$ cat config.mk
export PLATFORM = sky130hd
export DESIGN_NAME = dbg_access_seq_flat
export DESIGN_NICKNAME = d
export VERILOG_FILES = /design/src/rtl/dbg_access_seq_if.sv /design/src/rtl/dbg_access_seq.sv /design/src/flat_wrapper.sv
export SDC_FILE = /design/constraint.sdc
export NUM_CORES = 1
export LEC_CHECK = 0
export CORE_UTILIZATION = 53
export DETAILED_ROUTE_END_ITERATION = 10
export GPL_TIMING_DRIVEN = 0
export PLACE_DENSITY = 0.85
export SYNTH_ARGS = -nofsm -noshare
export SYNTH_HDL_FRONTEND = slang
export SYNTH_SLANG_ARGS = --single-unit
export TNS_END_PERCENT = 100
$ cat constraint.sdc
create_clock -name i_sys_clk -period 2.62 [get_ports i_sys_clk]
set_input_delay 0.393 -clock i_sys_clk [delete_from_list [all_inputs] [get_ports i_sys_clk]]
set_output_delay 0.393 -clock i_sys_clk [all_outputs]
set_load 0.05 [all_outputs]
$ cat src/rtl/dbg_access_seq_if.sv
// Command/response and downstream debug-register bundle for dbg_access_seq.
// master: the command issuer and downstream register model; slave: the sequencer.
interface dbg_access_seq_if;
    logic        cmd_valid;
    logic        cmd_ready;
    logic        cmd_read;
    logic [7:0]  cmd_addr;
    logic [31:0] cmd_wdata;
    logic        rsp_valid;
    logic        rsp_ready;
    logic [31:0] rsp_rdata;
    logic        rsp_err;
    logic [7:0]  dbg_addr;
    logic [31:0] dbg_wdata;
    logic        dbg_write;
    logic [31:0] dbg_rdata;
    logic        busy;

    modport master (
        output cmd_valid, cmd_read, cmd_addr, cmd_wdata, rsp_ready, dbg_rdata,
        input  cmd_ready, rsp_valid, rsp_rdata, rsp_err, dbg_addr, dbg_wdata, dbg_write, busy
    );

    modport slave (
        input  cmd_valid, cmd_read, cmd_addr, cmd_wdata, rsp_ready, dbg_rdata,
        output cmd_ready, rsp_valid, rsp_rdata, rsp_err, dbg_addr, dbg_wdata, dbg_write, busy
    );
endinterface

$ cat src/rtl/dbg_access_seq.sv
// Debug access sequencer: turns debug commands into held/settled strobes on the
// debug register port and returns exactly one response per command.
module dbg_access_seq #(
    parameter int unsigned HOLD_CYCLES   = 3,
    parameter int unsigned SETTLE_CYCLES = 4
) (
    input  logic             i_sys_clk,
    input  logic             i_trst_n,
    dbg_access_seq_if.slave  bus
);

    typedef enum logic [1:0] {StIdle, StStrobe, StSettle, StRsp} state_e;

    state_e      state_q, state_d;
    logic [7:0]  cnt_q, cnt_d;
    logic        is_read_q, is_read_d;
    logic [7:0]  dbg_addr_q, dbg_addr_d;
    logic [31:0] dbg_wdata_q, dbg_wdata_d;
    logic        dbg_write_q, dbg_write_d;
    logic [31:0] rsp_rdata_q, rsp_rdata_d;
    logic        rsp_err_q, rsp_err_d;
    logic [31:0] sh00_q, sh00_d, sh08_q, sh08_d, sh0c_q, sh0c_d;

    logic        addr_wr, addr_ro, strobe_cmd, err_cmd;
    logic [31:0] shadow_sel;

    always_comb begin
        addr_wr    = 1'b0;
        addr_ro    = 1'b0;
        shadow_sel = '0;
        case (bus.cmd_addr)
            8'h00:   begin addr_wr = 1'b1; shadow_sel = sh00_q; end
            8'h08:   begin addr_wr = 1'b1; shadow_sel = sh08_q; end
            8'h0C:   begin addr_wr = 1'b1; shadow_sel = sh0c_q; end
            8'h04, 8'h10, 8'h14: addr_ro = 1'b1;
            default: ;
        endcase
        // Writable registers are read from the shadows, never from downstream.
        strobe_cmd = (bus.cmd_read && addr_ro) || (!bus.cmd_read && addr_wr);
        err_cmd    = !(addr_wr || addr_ro) || (!bus.cmd_read && addr_ro);
    end

    always_comb begin
        state_d     = state_q;
        cnt_d       = cnt_q;
        is_read_d   = is_read_q;
        dbg_addr_d  = dbg_addr_q;
        dbg_wdata_d = dbg_wdata_q;
        dbg_write_d = dbg_write_q;
        rsp_rdata_d = rsp_rdata_q;
        rsp_err_d   = rsp_err_q;
        sh00_d      = sh00_q;
        sh08_d      = sh08_q;
        sh0c_d      = sh0c_q;
        case (state_q)
            StIdle: begin
                if (bus.cmd_valid) begin
                    is_read_d = bus.cmd_read;
                    if (strobe_cmd) begin
                        state_d     = StStrobe;
                        cnt_d       = 8'(HOLD_CYCLES);
                        dbg_addr_d  = bus.cmd_addr;
                        dbg_wdata_d = bus.cmd_read ? 32'h0 : bus.cmd_wdata;
                        dbg_write_d = 1'b1;
                        rsp_rdata_d = '0;
                        rsp_err_d   = 1'b0;
                    end else begin
                        state_d     = StRsp;
                        cnt_d       = '0;
                        rsp_err_d   = err_cmd;
                        rsp_rdata_d = err_cmd ? 32'h0 : shadow_sel;
                    end
                end
            end
            StStrobe: begin
                if (cnt_q == 8'd1) begin
                    state_d     = StSettle;
                    cnt_d       = 8'(SETTLE_CYCLES);
                    dbg_write_d = 1'b0;
                end else begin
                    cnt_d = cnt_q - 8'd1;
                end
            end
            StSettle: begin
                if (cnt_q == 8'd1) begin
                    state_d = StRsp;
                    cnt_d   = '0;
                    if (is_read_q) begin
                        rsp_rdata_d = bus.dbg_rdata;
                    end else begin
                        case (dbg_addr_q)
                            8'h00:   sh00_d = dbg_wdata_q;
                            8'h08:   sh08_d = dbg_wdata_q;
                            8'h0C:   sh0c_d = dbg_wdata_q;
                            default: ;
                        endcase
                    end
                end else begin
                    cnt_d = cnt_q - 8'd1;
                end
            end
            StRsp: begin
                if (bus.rsp_ready) begin
                    state_d = StIdle;
                    cnt_d   = '0;
                end
            end
            default: state_d = StIdle;
        endcase
    end

    always_ff @(posedge i_sys_clk or negedge i_trst_n) begin
        if (!i_trst_n) begin
            state_q     <= StIdle;
            cnt_q       <= '0;
            is_read_q   <= 1'b0;
            dbg_addr_q  <= 8'h04;
            dbg_wdata_q <= '0;
            dbg_write_q <= 1'b0;
            rsp_rdata_q <= '0;
            rsp_err_q   <= 1'b0;
            sh00_q      <= '0;
            sh08_q      <= '0;
            sh0c_q      <= '0;
        end else begin
            state_q     <= state_d;
            cnt_q       <= cnt_d;
            is_read_q   <= is_read_d;
            dbg_addr_q  <= dbg_addr_d;
            dbg_wdata_q <= dbg_wdata_d;
            dbg_write_q <= dbg_write_d;
            rsp_rdata_q <= rsp_rdata_d;
            rsp_err_q   <= rsp_err_d;
            sh00_q      <= sh00_d;
            sh08_q      <= sh08_d;
            sh0c_q      <= sh0c_d;
        end
    end

    assign bus.cmd_ready = (state_q == StIdle);
    assign bus.busy      = (state_q != StIdle);
    assign bus.rsp_valid = (state_q == StRsp);
    assign bus.rsp_rdata = rsp_rdata_q;
    assign bus.rsp_err   = rsp_err_q;
    assign bus.dbg_addr  = dbg_addr_q;
    assign bus.dbg_wdata = dbg_wdata_q;
    assign bus.dbg_write = dbg_write_q;

endmodule

$ cat src/flat_wrapper.sv
// flat-port wrapper written by rule: the top's interface ports become plain ports
module dbg_access_seq_flat 
#(
    parameter int unsigned HOLD_CYCLES   = 3,
    parameter int unsigned SETTLE_CYCLES = 4
)
  (i_sys_clk, i_trst_n, bus_cmd_valid, bus_cmd_read, bus_cmd_addr, bus_cmd_wdata, bus_rsp_ready, bus_dbg_rdata, bus_cmd_ready, bus_rsp_valid, bus_rsp_rdata, bus_rsp_err, bus_dbg_addr, bus_dbg_wdata, bus_dbg_write, bus_busy);
  dbg_access_seq_if bus_i ();
  input  logic i_sys_clk;
  input  logic i_trst_n;
  input wire logic [$bits(bus_i.cmd_valid)-1:0] bus_cmd_valid;
  input wire logic [$bits(bus_i.cmd_read)-1:0] bus_cmd_read;
  input wire logic [$bits(bus_i.cmd_addr)-1:0] bus_cmd_addr;
  input wire logic [$bits(bus_i.cmd_wdata)-1:0] bus_cmd_wdata;
  input wire logic [$bits(bus_i.rsp_ready)-1:0] bus_rsp_ready;
  input wire logic [$bits(bus_i.dbg_rdata)-1:0] bus_dbg_rdata;
  output wire logic [$bits(bus_i.cmd_ready)-1:0] bus_cmd_ready;
  output wire logic [$bits(bus_i.rsp_valid)-1:0] bus_rsp_valid;
  output wire logic [$bits(bus_i.rsp_rdata)-1:0] bus_rsp_rdata;
  output wire logic [$bits(bus_i.rsp_err)-1:0] bus_rsp_err;
  output wire logic [$bits(bus_i.dbg_addr)-1:0] bus_dbg_addr;
  output wire logic [$bits(bus_i.dbg_wdata)-1:0] bus_dbg_wdata;
  output wire logic [$bits(bus_i.dbg_write)-1:0] bus_dbg_write;
  output wire logic [$bits(bus_i.busy)-1:0] bus_busy;
  assign bus_i.cmd_valid = bus_cmd_valid;
  assign bus_i.cmd_read = bus_cmd_read;
  assign bus_i.cmd_addr = bus_cmd_addr;
  assign bus_i.cmd_wdata = bus_cmd_wdata;
  assign bus_i.rsp_ready = bus_rsp_ready;
  assign bus_i.dbg_rdata = bus_dbg_rdata;
  assign bus_cmd_ready = bus_i.cmd_ready;
  assign bus_rsp_valid = bus_i.rsp_valid;
  assign bus_rsp_rdata = bus_i.rsp_rdata;
  assign bus_rsp_err = bus_i.rsp_err;
  assign bus_dbg_addr = bus_i.dbg_addr;
  assign bus_dbg_wdata = bus_i.dbg_wdata;
  assign bus_dbg_write = bus_i.dbg_write;
  assign bus_busy = bus_i.busy;
  dbg_access_seq #(.HOLD_CYCLES(HOLD_CYCLES), .SETTLE_CYCLES(SETTLE_CYCLES)) u_core (.i_sys_clk(i_sys_clk), .i_trst_n(i_trst_n), .bus(bus_i));
endmodule
==> impl_results.md, run 1 <==
- Outcome: complete, no violations
- MaxCap Viol Count: 0
- Data arrival time of the critical path: roughly 2900 ps
- Crit path time final: roughly 2600 ps
- Final WS setup: approximately 60 ps
- Setup Viol. Count Final: 0
- I/O pin cnt: ~150
- Clock input transition at the sequential cells of the worst setup and hold paths: about 60 ps
- CP Capture Type: flip-flop
- CTS buffer count: 17
- Placement Rows: 45
- Die H: 127 um
- Slew Limit Fails: 0
- DP HPWL: approximately 15 mm
- I/O Buffers: about 150
- Core Area: 15300 um^2
- Post-synthesis cell type count: 47
- Routed WL: 21.8 mm
- # DRC: 0
- Peak supply drop: around 0.86 mV
- Area delta synth->final: 29.9%
- Initial antenna violation count: 0
- Critical path buffers and inverters: 3
- Synth Net Count: 730
- Place WS: -325 ps
- Vias in the first global route: 6430
- First-pass GRT wire length: roughly 34 mm
- DR WL/cell: 20.9 um
- Fraction of layout instances using a drive strength above 1: about a quarter
- DRT Pass-1 Iters: 5
- CP max stage cell: dfrtp_1
- Sequential area share after synthesis: roughly 54%
- Initial Utilization: about 55%
- Placed Area: between 10000 and 15000 um^2
- Flops & latches, synth: between 150 and 200
- Final estimated routing congestion in global placement: approximately 0.87
- Max clock buf depth: 2
- Post-synth ARST share: 100%
- Yosys warnings: 0
- Slew headroom: a little over half
- Gr ovfl total: 0
- Final hold vios: 0
- Root buf cell: clkbuf_16
- Clock skew: between 7 and 8 ps
- Avg Inst Size Synth: between 10 and 15 um^2
- Vias per cell: around 5.9
- Clk_lat worst skew: approximately 430 ps
- Synth Flop Type: dfrtp_1
- Final instance area: approximately 11000 um^2
- Cell count after synthesis: between 600 and 700
- Total Power: 10300 uW
- Nets@finish: 903
- Setup TNS: 0 ps
- Nature of the critical path startpoint: flip-flop
- Die W: about 130 um
- Leakage dissipation: between 0.004 and 0.005 uW
- Crit Path Class: flip-flop to flip-flop
- Req. time, crit path: ~2900 ps
- Power density over the cells: roughly 950 nW/um^2
- Max stage delay on crit path: around 400 ps
- Die area: roughly 16000 um^2
- GRT Util Overall: approximately 28%
- Critical path, cell by cell: inv_1 -> ha_1 -> nor3b_2 -> nand4_1 -> buf_4 -> nor3b_4 -> buf_6 -> mux2_1
- Largest net degree at the start of global routing: 95
- Hold crit path type: flip-flop to flip-flop
- CTS tree: built
- Syn Std Cell Area: about 8300 um^2
- Crit Path Max Fanout: 10
- Core Util, Final: 70.9%
- Post-DRT Antenna Nets: 0
- Post-synth EDFFs: 0
- CTS sink count: about 180
- Fmax: 391 MHz
- DR iter-0 viols: roughly 470
- Least-Margin Pin Slew: 681 ps
- H-Tree Level Count: 4
- DR vias: approximately 6200
- Crit share post-route: 97.7%
- Antenna diodes: 0
- CP top delay family: simple AND/OR/NAND/NOR gates
[synth_stat cells, types with 2 or more instances]
master	count	area, um^2
a22o_1	32	280
xor2_1	4	35.0
nand2_1	5	18.8
clkbuf_1	27	101
buf_1	5	18.8
ha_1	6	75.1
nor2_1	12	45.0
nand4_1	3	18.8
dfrtp_1	180	4500
a32oi_1	33	289
a31oi_1	3	18.8
buf_6	3	33.8
nor3b_2	2	25.0
nor2b_1	39	244
nor3_1	2	10.0
mux2_2	131	1480
buf_2	11	55.1
nand2b_1	4	25.0
nand3_1	3	15.0
a21oi_1	68	340
buf_4	4	30.0
o21ai_0	5	25.0
inv_1	8	30.0
mux2_1	34	383
[per-stage QoR]
| step | hold WS (ps) | instances |
|---|---|---|
| floorplan | 97.4 | 647 |
| global placement | 462 | 1009 |
| detailed placement | 440 | 1010 |
| CTS | 486 | 1042 |
| global route | 503 | 1043 |
| finish | 484 | 1043 |
[final timing paths]
| check | cells past startpoint | slack, ps | end | from |
|---|---|---|---|---|
| min in group asynchronous | 2 | 540 | u_core.bus.dbg_wdata[9] | i_trst_n |
| setup / recovery | 8 | 60 | u_core.sh08_q[27] | u_core.cnt_q[1] |
| hold / removal | 1 | 480 | u_core.sh08_q[11] | u_core.sh08_q[11] |
| max in group asynchronous | 3 | 1200 | u_core.bus.rsp_rdata[28] | i_trst_n |
| setup reg to reg | 8 | 60 | u_core.sh08_q[27] | u_core.cnt_q[1] |
| hold reg to reg | 1 | 480 | u_core.sh08_q[11] | u_core.sh08_q[11] |
[logic make-up after synthesis]
logic type / count (synthesis) / share of synthesized area, %
AND/OR/NAND/NOR: 82 / 6.18
adder cells (fa/ha/maj): 6 / 0.902
flip-flops: 181 / 54.5
multiplexers: 166 / 22.5
buffers and inverters: 58 / 3.23
XOR/XNOR: 4 / 0.421
AO/OA/AOI/OAI: 150 / 12.4
[power breakdown]
part	internal (uW)	leakage, uW	switching (uW)	total (uW)
logic	1360	0.00222	2690	4040
clock network	1660	0.000302	1060	2720
registers	3200	0.00244	294	3490
[state kept, by name, summed over array words and instances (netlist names)]
signal and count:
u_core.bus.rsp_err 1, u_core.bus.dbg_wdata 32, u_core.is_read_q 1, u_core.bus.rsp_rdata 32, u_core.cnt_q 8, u_core.state_q 2
u_core.sh08_q 32, u_core.sh00_q 32, u_core.sh0c_q 32, u_core.bus.dbg_addr 8, u_core.bus.dbg_write 1
[placed cells by master (no fill, tap or decap), types with 4 or more instances in the layout]
cell type / n
clkdlybuf4s50_1: 149
dfrtp_1: 180
buf_2: 11
a21oi_1: 68
inv_1: 8
bufinv_16: 4
nor2_1: 11
mux2_2: 131
nor2b_1: 39
mux2_1: 34
o21ai_0: 5
clkbuf_1: 24
nand2_1: 5
a32oi_1: 33
a22o_1: 32
nand2b_1: 4
buf_4: 5
buf_1: 5
clkbuf_2: 5
clkbuf_16: 17
ha_1: 5
xor2_1: 4
[final cells by class]
type / instances / area (um^2)
plain buffers: 50 / 245
clock buffers: 22 / 474
clock inverters: 9 / 150
fillers: 1038 / 4450
inverters: 8 / 30.0
multi-input cells: 408 / 3560
flip-flops and latches: 181 / 4530
well taps: 211 / 264
repair buffers: 154 / 1560
[layer usage]
metal | wire, um | GRT usage [%] | vias up | share of wire (%)
li1 | - | - | 2731 | -
met1 | 8950 | 35.4 | 3169 | 41
met2 | 11200 | 47.7 | 257 | 51
met3 | 1300 | 6.57 | 34 | 6.0
met4 | 323 | 8.33 | 0 | 1.5
met5 | 0 | 0 | - | 0
[timing repair]
action,4_1_cts,5_1_grt
buffers inserted,0,1
hold buffers,1,0
pin swaps,0,1
setup endpoints to repair,31,153
gates resized for setup,4,11
endpoints found under the hold margin,30,0
No activity file was read; power rests on OpenSTA's default activity.
==> run 2, diff against run 1 <==
--- a/config.mk
+++ b/config.mk
@@ -5,10 +5,10 @@
 export SDC_FILE = /design/constraint.sdc
 export NUM_CORES = 1
 export LEC_CHECK = 0
-export CORE_UTILIZATION = 53
+export CORE_UTILIZATION = 30
 export DETAILED_ROUTE_END_ITERATION = 10
 export GPL_TIMING_DRIVEN = 0
-export PLACE_DENSITY = 0.85
+export PLACE_DENSITY = 0.55
 export SYNTH_ARGS = -nofsm -noshare
 export SYNTH_HDL_FRONTEND = slang
 export SYNTH_SLANG_ARGS = --single-unit
==> run 2 against run 1 <==
- cell area grew 1.2%
- global-route usage down 11 points
- critical endpoint is now bus_cmd_ready
- power decreased by 2.7%
- setup slack improved by 50 ps
- sequential power barely moved
- critical path type is now flip-flop to output port
- maximum frequency rose by 2.0%
- clock-buffer cell count is 1 lower
- the run now ends with negative hold slack left
==> impl_results.md, run 2 (synthesized netlist as in run 1, its figures left out) <==
- Outcome: complete, but fails checks
- Failing checks: negative hold slack
- Die W: 169 um (+32%)
- Crit share post-route: 95.8% (-1.9 points)
- Die area: 28400 um^2 (+75%)
- Leakage dissipation: 0.00494 uW (-0.50%)
- Combinational fraction of design power: 40.2% (+0.8 points)
- Clock input transition at the sequential cells of the worst setup and hold paths: 70 ps (about the same)
- CP max stage cell: clkdlybuf4s50_1
- Data arrival time of the critical path: 2120 ps (-740 ps)
- Final hold vios: 6 (+6)
- Nature of the critical path startpoint: flip-flop
- Clk pwr share: 25.0% (-1.5 points)
- Gr ovfl total: 0 (unchanged)
- Routed WL: 23.2 mm (+6.6%)
- Commonest non-fill, non-tap cell in the layout: dfrtp_1
- Antenna diodes: 0 (unchanged)
- Max clock buf depth: 2 (unchanged)
- DR iter-0 viols: 306 (-34%)
- Post-placement cell count: 1171 (+16%)
- I/O pin cnt: 154 (unchanged)
- Least-Margin Pin Slew: 814 ps (+133 ps)
- Nets@finish: 901 (-0.22%)
- DR vias: 5896 (-4.8%)
- I/O Buffers: 151 (unchanged)
- Max stage delay on crit path: 850 ps (+450 ps)
- Slew headroom: 45.7% (-8.9 points)
- Placement Rows: 60 (+33%)
- Largest net degree at the start of global routing: 100 (+5.3%)
- Vias per cell: 4.90 (-17%)
- Req. time, crit path: 2230 ps (-690 ps)
- H-Tree Level Count: 4 (unchanged)
- Place WS: -527 ps (-202 ps)
- MaxCap Viol Count: 0 (unchanged)
- Root buf cell: clkbuf_16
- Initial Utilization: 30.7% (-24 points)
- Crit path time final: 2510 ps (-50.1 ps)
- Slew Limit Fails: 0 (unchanged)
- Post-route insts no fill: 1203 (+15%)
- Hold Slack: -36.2 ps (-521 ps)
- Grt peak-use layer: met2
- Fraction of layout instances using a drive strength above 1: 24.2% (+0.27 points)
- NetSw: 4060 uW (+0.67%)
- Total Power: 9980 uW (-2.7%)
- Switching share of power: 40.7% (+1.4 points)
- First-pass GRT wire length: 36.3 mm (+6.2%)
- Critical path, cell by cell: inv_1 -> ha_2 -> clkdlybuf4s50_1
- Hold crit path type: primary input to asynchronous set/reset pin
- DP HPWL: 16.1 mm (+8.1%)
- Reg power frac: 34.8% (+0.7 points)
- Crit Path Class: flip-flop to output port
- CTS tree: built
- Crit Path Max Fanout: 11 (+1)
- Initial antenna violation count: 1 (+1)
- GRT Util Overall: 16.8% (-11 points)
- DR WL/cell: 19.3 um (-7.6%)
- Clk_lat worst skew: 430 ps (about the same)
- Internal Pwr Total: 5910 uW (-4.9%)
- Die H: 169 um (+32%)
- Setup Viol. Count Final: 0 (unchanged)
- Core Area: 27100 um^2 (+78%)
- Power density over the cells: 912 nW/um^2 (-3.9%)
- DRT Pass-1 Iters: 6 (+1)
- Global routing usage on met1: 23.0% (-12 points)
- Clock skew: 10.2 ps (+2.87 ps)
- Peak supply drop: 0.473 mV (-45%)
- Most frequent cells in the layout: dfrtp_1, clkdlybuf4s50_1, mux2_2, a21oi_1, nor2b_1
- Vias in the first global route: 6173 (-4.0%)
- CP Capture Type: output port
- GRT met3 Usage: 2.85% (-3.7 points)
- Final WS setup: 110 ps (+50.1 ps)
- Fmax: 398 MHz (+2.0%)
- # DRC: 0 (unchanged)
- Post-DRT Antenna Nets: 0 (unchanged)
- Area delta synth->final: 31.5%
- CTS sink count: 181 (unchanged)
- RSZ-0062 raised after global routing: false
- CTS buffer count: 17 (unchanged)
- Final estimated routing congestion in global placement: 0.747 (-14%)
- Global-route met2 utilization: 27.6% (-20 points)
==> run 2: changes by cell type in the layout (fill, tap and decap cells not counted), sizes merged <==
| cell | previous run | this run |
|---|---|---|
| bufinv | 4 | 1 |
| clkinv | 3 | 5 |
| dlygate4sd3 | 1 | 0 |
| inv | 8 | 11 |
| buf | 26 | 24 |
==> run 2: per-layer routing <==
layer  wire (um)  share of wire [%]
met1       11000                 47
met2       11300                 49
met3         804                3.5
met4         170               0.73
met5           8              0.034
==> run 2: worst paths after layout <==
check | startpoint | to | slack (ps) | cells after the start
max in group asynchronous | i_trst_n | u_core.bus.dbg_addr[2] | 1680 | 2
worst min-delay path | i_trst_n | u_core.sh08_q[8] | -40 | 1
worst max-delay path | u_core.state_q[0] | bus_cmd_ready | 110 | 3
worst min register to register | u_core.sh08_q[3] | u_core.sh08_q[3] | 480 | 1
min in group i_sys_clk | u_core.sh08_q[3] | u_core.sh08_q[3] | 480 | 1
worst max register to register | u_core.cnt_q[1] | u_core.sh08_q[30] | 180 | 8
==> run 2: through the flow <==
| stage | util (%) | cell area, um^2 | TNS (ps) |
|---|---|---|---|
| 2_1_floorplan | - | 8320 | 0 |
| 3_5_place_dp | 38.1 | 10300 | -23660 |
| 3_3_place_gp | 38.0 | 10300 | -1271290 |
| 5_1_grt | 40.4 | 10900 | 0 |
| 4_1_cts | 40.3 | 10900 | 0 |
| 6_report | 40.4 | 10900 | 0 |
==> run 2: timing repair <==
item	in CTS	in global routing
pin swaps	1	0
resized for setup	6	10
hold buffers	0	0
buffers inserted	1	0
endpoints found under the hold margin	0	0
endpoints found under the setup margin	108	62
==> run 2: power by group through the flow <==
stage | clock network, uW | logic [uW] | registers (uW)
after floorplan | 0 | 1590 | 4470
after global placement | 0 | 3980 | 3530
after detailed placement | 0 | 4020 | 3530
after CTS | 2560 | 4030 | 3480
after global routing | 2660 | 4330 | 3520
final | 2490 | 4010 | 3480
==> run 2: cell type report <==
cell class                 count  area [um^2]
fill                        2654        16200
sequential                   181         4530
multi-input combinational    408         3570
timing repair buffer         153         1550
tap                          372          465
clock buffer                  21          460
buffer                        49          243
clock inverter                11          100
inverter                       8         30.0
==> run 2: worst max-delay path: cells and delay by family, from the launching register on <==
family                     cells  cell delay, ps
DFF                            1             400
buffers and inverters          2             970
adders and majority gates      1             310
==> run 3, diff against run 2 <==
--- a/config.mk
+++ b/config.mk
@@ -9,6 +9,7 @@
 export DETAILED_ROUTE_END_ITERATION = 10
 export GPL_TIMING_DRIVEN = 0
 export PLACE_DENSITY = 0.55
+export SLEW_MARGIN = 0
 export SYNTH_ARGS = -nofsm -noshare
 export SYNTH_HDL_FRONTEND = slang
 export SYNTH_SLANG_ARGS = --single-unit
==> results of run 3 <==
Final layout, timing and power as in run 2 (identical DEF).
